==> src/rtl/clk_div_pkg.sv <==
// clk_div_pkg: shared types and constants for the programmable clock divider.
//   state_t : controller FSM state (OFF, RUN, PEND)
//   DIV_MIN : smallest divisor the core can produce a 50 % duty clock for
package clk_div_pkg;

  typedef enum logic [1:0] {
    OFF  = 2'd0,
    RUN  = 2'd1,
    PEND = 2'd2
  } state_t;

  localparam int DIV_MIN = 2;

endpackage

==> src/rtl/clk_div_core.sv <==
// clk_div_core: integer divider datapath producing a 50 % duty clock.
//   clk, rst : source clock, async active-high reset
//   div      : divisor N in effect (only changes on a wrap edge)
//   run      : 0 holds the counter and output low
//   load     : restart from count 0 with the output low
//   clk_out  : divided clock (odd N ANDs posedge and negedge copies)
//   wrap     : high during the last cycle of an output period
module clk_div_core #(
  parameter int DIV_W = 8
) (
  input  logic             clk,
  input  logic             rst,
  input  logic [DIV_W-1:0] div,
  input  logic             run,
  input  logic             load,
  output logic             clk_out,
  output logic             wrap
);

  logic [DIV_W-1:0] cnt;
  logic             p_reg;
  logic             n_reg;
  logic [DIV_W:0]   div_x;
  logic [DIV_W:0]   half;
  logic [DIV_W:0]   last;

  // One extra bit so ceil(N/2) stays exact at N = 2^DIV_W - 1.
  assign div_x = {1'b0, div};
  assign half  = (div_x + (DIV_W+1)'(1)) >> 1;
  assign last  = div_x - (DIV_W+1)'(1);
  // >= rather than == so a stray count above N-1 still wraps.
  assign wrap  = run && ({1'b0, cnt} >= last);

  always_ff @(posedge clk or posedge rst) begin
    if (rst) begin
      cnt   <= '0;
      p_reg <= 1'b0;
    end else if (!run || load) begin
      cnt   <= '0;
      p_reg <= 1'b0;
    end else begin
      p_reg <= ({1'b0, cnt} < half);
      cnt   <= wrap ? '0 : cnt + DIV_W'(1);
    end
  end

  // Half-cycle delayed copy; ANDing trims the high phase by half a cycle
  // so odd ratios come out at exactly N/2 periods high.
  always_ff @(negedge clk or posedge rst) begin
    if (rst) n_reg <= 1'b0;
    else     n_reg <= p_reg;
  end

  // p_reg is low right after every wrap, so swapping the mode bit there
  // cannot create a glitch.
  assign clk_out = div[0] ? (p_reg & n_reg) : p_reg;

endmodule

==> src/rtl/clk_div_ctrl.sv <==
// clk_div_ctrl: programmable clock divider with a request controller.
//   clk, rst  : source clock, async active-high reset
//   cfg_valid : request valid; cfg_ready : request can be accepted
//   cfg_div   : requested divisor; cfg_en : 1 run, 0 stop
//   clk_out   : divided clock
//   div_cur   : divisor in effect
//   busy      : a request is waiting for the period boundary
//   err       : one-cycle pulse for a rejected divisor (< 2 with cfg_en)
// Requests taken while running wait for the next period boundary so the
// output never shows a shortened pulse.
module clk_div_ctrl
  import clk_div_pkg::*;
#(
  parameter int DIV_W   = 8,
  parameter int DIV_RST = 9
) (
  input  logic             clk,
  input  logic             rst,
  input  logic             cfg_valid,
  output logic             cfg_ready,
  input  logic [DIV_W-1:0] cfg_div,
  input  logic             cfg_en,
  output logic             clk_out,
  output logic [DIV_W-1:0] div_cur,
  output logic             busy,
  output logic             err
);

  state_t           state;
  logic [DIV_W-1:0] pend_div;
  logic             pend_en;
  logic             accept;
  logic             bad;
  logic             run;
  logic             load;
  logic             wrap;

  assign cfg_ready = (state != PEND);
  assign busy      = (state == PEND);
  assign accept    = cfg_valid & cfg_ready;
  assign bad       = cfg_en && ({1'b0, cfg_div} < (DIV_W+1)'(DIV_MIN));
  assign run       = (state != OFF);
  assign load      = (state == OFF) && accept && cfg_en && !bad;

  always_ff @(posedge clk or posedge rst) begin
    if (rst) begin
      state    <= RUN;
      div_cur  <= DIV_W'(DIV_RST);
      pend_div <= '0;
      pend_en  <= 1'b0;
      err      <= 1'b0;
    end else begin
      err <= accept && bad;
      unique case (state)
        OFF: begin
          // Stop requests while stopped are no-ops.
          if (load) begin
            div_cur <= cfg_div;
            state   <= RUN;
          end
        end
        RUN: begin
          // Even when accepted on a wrap edge, the request waits a full
          // period: applying it here would cut the period in progress.
          if (accept && !bad) begin
            pend_div <= cfg_div;
            pend_en  <= cfg_en;
            state    <= PEND;
          end
        end
        PEND: begin
          if (wrap) begin
            if (pend_en) begin
              div_cur <= pend_div;
              state   <= RUN;
            end else begin
              state   <= OFF;
            end
          end
        end
        default: state <= RUN;
      endcase
    end
  end

  clk_div_core #(
    .DIV_W (DIV_W)
  ) u_core (
    .clk     (clk),
    .rst     (rst),
    .div     (div_cur),
    .run     (run),
    .load    (load),
    .clk_out (clk_out),
    .wrap    (wrap)
  );

endmodule

==> config.mk <==
export PLATFORM = sky130hd
export DESIGN_NAME = clk_div_ctrl
export DESIGN_NICKNAME = d
export VERILOG_FILES = /design/src/rtl/clk_div_pkg.sv /design/src/rtl/clk_div_core.sv /design/src/rtl/clk_div_ctrl.sv
export SDC_FILE = /design/constraint.sdc
export NUM_CORES = 1
export LEC_CHECK = 0
export BUFFER_PORTS_ARGS = -buffer_cell sky130_fd_sc_hd__buf_2
export CAP_MARGIN = 20
export CORE_ASPECT_RATIO = 0.5
export CORE_MARGIN = 10
export CORE_UTILIZATION = 37
export DETAILED_ROUTE_END_ITERATION = 6
export PLACE_DENSITY_LB_ADDON = 0.2
export SLEW_MARGIN = 15
export SYNTH_ARGS = -nofsm -noshare
export SYNTH_HDL_FRONTEND = slang
export SYNTH_SLANG_ARGS = --single-unit
==> constraint.sdc <==
create_clock -name clk -period 6.85 [get_ports clk]
set_input_delay 1.37 -clock clk [delete_from_list [all_inputs] [get_ports clk]]
set_output_delay 1.37 -clock clk [all_outputs]
set_load 0.02 [all_outputs]
### Yosys cells after proc, flatten, opt, wreduce, memory -nomap -nowiden

Cells that the tools add are included.
W data, S select, Z words.

| cells by class | value |
|---|---|
| add/subtract/negate cells | 3 |
| $lt $le $gt $ge | 3 |
| equality and inequality tests | 7 |
| muxes and demuxes | 13 |
| bitwise operators | 2 |
| reductions and logical operators | 16 |

Operators with widths:

| cell | count |
|---|---|
| $mux W8 | 5 |
| $pmux W8 S2 | 1 |
| $add A8 B1 Y9 const B | 1 |
| $ge A8 B9 Y1 | 1 |
| $sub A8 B1 Y9 const B | 1 |
| $add A8 B1 Y8 const B | 1 |
| $lt A8 B2 Y1 const B | 1 |
| $lt A8 B8 Y1 | 1 |
| $logic_and A1 B1 Y1 | 7 |
| $mux W2 | 3 |
| $ne A2 B1 Y1 const B | 3 |
| $pmux W2 S3 | 1 |
| $ne A2 B2 Y1 const B | 2 |
| $reduce_and A4 Y1 | 1 |
| $reduce_bool A2 Y1 | 2 |
| $mux W1 | 3 |
| $reduce_and A3 Y1 | 1 |
| $and A1 B1 Y1 | 2 |
| $eq A2 B1 Y1 const B | 1 |
| $eq A2 B2 Y1 const B | 1 |
| $logic_not A1 Y1 | 2 |
| $logic_not A2 Y1 | 1 |
| $reduce_and A2 Y1 | 1 |
| $logic_or A1 B1 Y1 | 1 |

| word-level totals | value |
|---|---|
| bits in registers | 30 |
| bits of input ports | 12 |
| word-level logic and storage cells | 52 |

### Depth between registers and ports, before layout

| depth | value |
|---|---|
| depth after elaboration | 7 |
| gate-level depth with buffers | 11 |

### Modules after synthesis

Synthesis repeated with hierarchy kept, for this count alone.

| second synthesis, totals | value |
|---|---|
| cells, all modules | 200 |
| area, all modules | 2155.8 um^2 |

Modules (own cells, without submodules):

| module | instances | cells an instance | area each (um^2) | sequential area each (um^2) |
|---|---|---|---|---|
| clk_div_ctrl | 1 | 86 | 1081.0 | 504.2 |
| clk_div_core | 1 | 114 | 1074.8 | 250.2 |

==> results.py <==
metrics = {
    "logic_synthesis": {
        "mappedNetlistNets": 216,
        "syn-cell-area_um2": 1930,
        "synth.cells.most_frequent": "sky130_fd_sc_hd__dfrtp_1, sky130_fd_sc_hd__nand2_1, sky130_fd_sc_hd__ha_1",
        "ys_seq_elements": 30,
        "gate_count_after_technology_mapping": 186,
        "most_common_cell_in_the_netlist": "sky130_fd_sc_hd__dfrtp_1",
        "synth-adder-area-share_pct": 11.7,
        "synth-compound-area-share_pct": 7.85,
        "muxShareOfSynthArea_pct": 12.3,
        "synth_top_area_cells": "sky130_fd_sc_hd__dfrtp_1, sky130_fd_sc_hd__ha_1, sky130_fd_sc_hd__mux2_2",
        "synth_edf_count": 0,
        "synth-simple-area-share_pct": 17.3,
        "postSynth.asyncResetShare_pct": 100,
        "synth_top_area_share_pct": 33.7,
        "synth.yosys.seq_area_share_pct": 39.1,
        "largest_family_of_logic_cells_by_synthesized_area": "simple AND/OR/NAND/NOR gates",
        "netlist-cell-type-count": 36,
        "synthesized_area_per_cell_um2": 10.4,
        "synth_ff_type": "sky130_fd_sc_hd__dfrtp_1",
        "synth.largest_area_cell": "sky130_fd_sc_hd__dfrtp_1",
        "post_synth_xor_area_fraction_pct": 8.17,
        "ys_warn_count": 0,
    },
    "final_layout": {
        "reg.largest.list": "div_cur: 8 flops, pend_div: 8 flops, u_core.cnt: 8 flops",
        "post_route_cells_drive_above_1_share_pct": 26.8,
        "nNetsFinal": 242,
        "instances_no_fill": 283,
        "antenna-diode-count": 0,
        "areaGrowthSynthToFinish_pct": 14.8,
        "final_util_pct": 44.5,
        "final.fill_count": 472,
        "finalInstanceArea_um2": 2210,
    },
    "clocking": {
        "post_cts_buffers": 0,
        "cts_hold_repair.buffers": 0,
        "cts_sinks": 30,
        "worst_skew_pair.late_latency_ns": 0.28,
        "post_cts.resized_instances": 0,
        "clk_transition_reported_paths_ns": 0.06,
        "htreeDepth": 2,
        "cts_tree": "done",
        "cts_inserted_buffers": 5,
        "cts.path.max_buffers": 2,
        "cts.root.buffer_cell": "sky130_fd_sc_hd__clkbuf_8",
    },
    "setup_path": {
        "worst_endpoint_required_time_ns": 5.48,
        "crit_arrival_ns": 4.34,
        "worstSetupEndpointType": "output pin",
        "timing_worst_setup_path_type": "reg -> out",
        "critPathLaunchType": "register",
        "worstPathMaxFanout": 1,
    },
    "drt": {
        "first_pass_iters": 4,
        "drc": 0,
        "viasPerCell": 4.82,
        "via_count": 1363,
        "detailedRoute.firstIterationViolations": 38,
        "wl_per_cell_um": 13.9,
        "postRouteAntennaNets": 0,
        "wirelength_um": 3930,
    },
    "timing": {
        "slew_headroom_pct": 67.3,
        "final-setup-viol-count": 0,
        "worst_slew_pin_slew_ns": 0.486,
        "fin_hold_ws_ns": 0.505,
        "rsz_0062_raised_after_global_routing": "false",
        "final_hold_viol_count": 0,
        "final_max_slew_viol_count": 0,
        "final_critical_path_setup_slack_ns": 1.14,
        "timing.setup.tns_ns": 0,
        "timing.clock.skew_ns": 0.00944,
    },
    "floorplanning": {
        "num_io_pins": 24,
        "initial_core_util_pct": 38.8,
        "rows": 18,
        "die_area_um2": 8680,
        "floorplan.die.width_um": 122,
        "placeableCoreArea_um2": 4980,
        "floorplan.die.height_um": 71.1,
    },
    "placed_design": {
        "dp.cells": 275,
        "dp_hpwl_um": 3160,
        "place_area_um2": 2100,
        "dp_slack_ns": 1.42,
        "buffer_ports.inserted": 23,
        "weighted_congestion_at_the_end_of_routability_driven_global_placement": 0.801,
    },
    "pwr": {
        "report.power.total_mw": 0.996,
        "power.density_nw_per_um2": 450,
        "power_leakage_nw": 1.05,
        "peak_supply_drop_mv": 0.181,
    },
    "global_route": {
        "grt_max_degree": 30,
        "grt_pass1_wl_um": 6710,
        "grt-ovfl-total": 0,
        "grt.met1_usage_pct": 12.7,
        "gr-usage-all-layers_pct": 9.78,
        "global_route.peak_usage_layer": "met2",
        "grt_antenna_before_repair": 0,
        "first_global_vias": 1390,
        "grt.met2_usage_pct": 14.5,
        "global_route.usage.met3_pct": 3.25,
    },
    "outcome": {
        "outcome": "completed",
    },
    "job": {
        "drv_cap": 0,
    },
    "worst_hold_path": {
        "timing.hold.worst.class": "reg -> reg",
    },
}
-- placed cells by master, fill, tap and decap left out, types with 2 or more instances in the layout --
cell type and instances:
sky130_fd_sc_hd__nand4_1 3, sky130_fd_sc_hd__nand3_1 11, sky130_fd_sc_hd__dfrtp_1 26, sky130_fd_sc_hd__and3_1 2
sky130_fd_sc_hd__nand2_2 2, sky130_fd_sc_hd__xor2_1 8, sky130_fd_sc_hd__nand2b_1 2, sky130_fd_sc_hd__inv_1 8
sky130_fd_sc_hd__buf_2 23, sky130_fd_sc_hd__dfstp_2 3, sky130_fd_sc_hd__mux2_2 9, sky130_fd_sc_hd__o21a_1 2
sky130_fd_sc_hd__a211oi_1 2, sky130_fd_sc_hd__nor3_1 3, sky130_fd_sc_hd__a21o_1 2, sky130_fd_sc_hd__nor2_1 15
sky130_fd_sc_hd__clkbuf_8 6, sky130_fd_sc_hd__a21oi_1 4, sky130_fd_sc_hd__o21ai_0 4, sky130_fd_sc_hd__xnor2_1 10
sky130_fd_sc_hd__nand2_1 24, sky130_fd_sc_hd__mux2i_1 6, sky130_fd_sc_hd__mux2_4 5, sky130_fd_sc_hd__ha_1 18
-- final timing paths --
path | end | slack [ns] | cells past startpoint | from
min in group asynchronous | err | 1.30 | 3 | rst
min | pend_div[2] | 0.50 | 1 | pend_div[2]
min reg2reg | pend_div[2] | 0.50 | 1 | pend_div[2]
max reg2reg | u_core.n_reg | 2.91 | 0 | u_core.p_reg
max | clk_out | 1.14 | 2 | u_core.n_reg
max in group asynchronous | u_core.n_reg | 2.38 | 2 | rst
-- metal layers --
layer / vias up / wire length (um)
li1: 700 / -
met5: - / 0
met1: 636 / 2020
met3: 5 / 139
met4: 0 / 54
met2: 22 / 1720
-- cell families (layout without fill, tap and decap cells) --
| family | Yosys count | count (layout) |
|---|---|---|
| and+or+nand+nor | 68 | 68 |
| DFF | 30 | 30 |
| muxes | 20 | 20 |
| AOI/OAI and AO/OA | 19 | 19 |
| adders and majority gates | 18 | 18 |
| xor gates and xnor gates | 18 | 18 |
| buffers and inverters | 13 | 40 |
-- critical path: stages (launching register included) --
cell and delay [ns]:
sky130_fd_sc_hd__dfrtn_1 0.38, sky130_fd_sc_hd__o21a_1 0.09, sky130_fd_sc_hd__buf_2 0.16
-- report_power, final --
group	leakage, nW	switching, mW	internal, mW
logic	0.621	0.256	0.218
registers	0.368	0.0853	0.255
clock network	0.0585	0.0631	0.118
total	1.05	0.405	0.591
-- layout make-up --
class,instances,area (um2),area share (%)
clock buffers,7,86.3,3.90
clock inverters,1,30.0,1.36
inverters,8,30.0,1.36
multi-input cells,143,1100,49.8
flip-flops and latches,30,754,34.1
well taps,70,87.6,3.95
repair buffers,24,123,5.54
(Power assumes the default switching activity.)
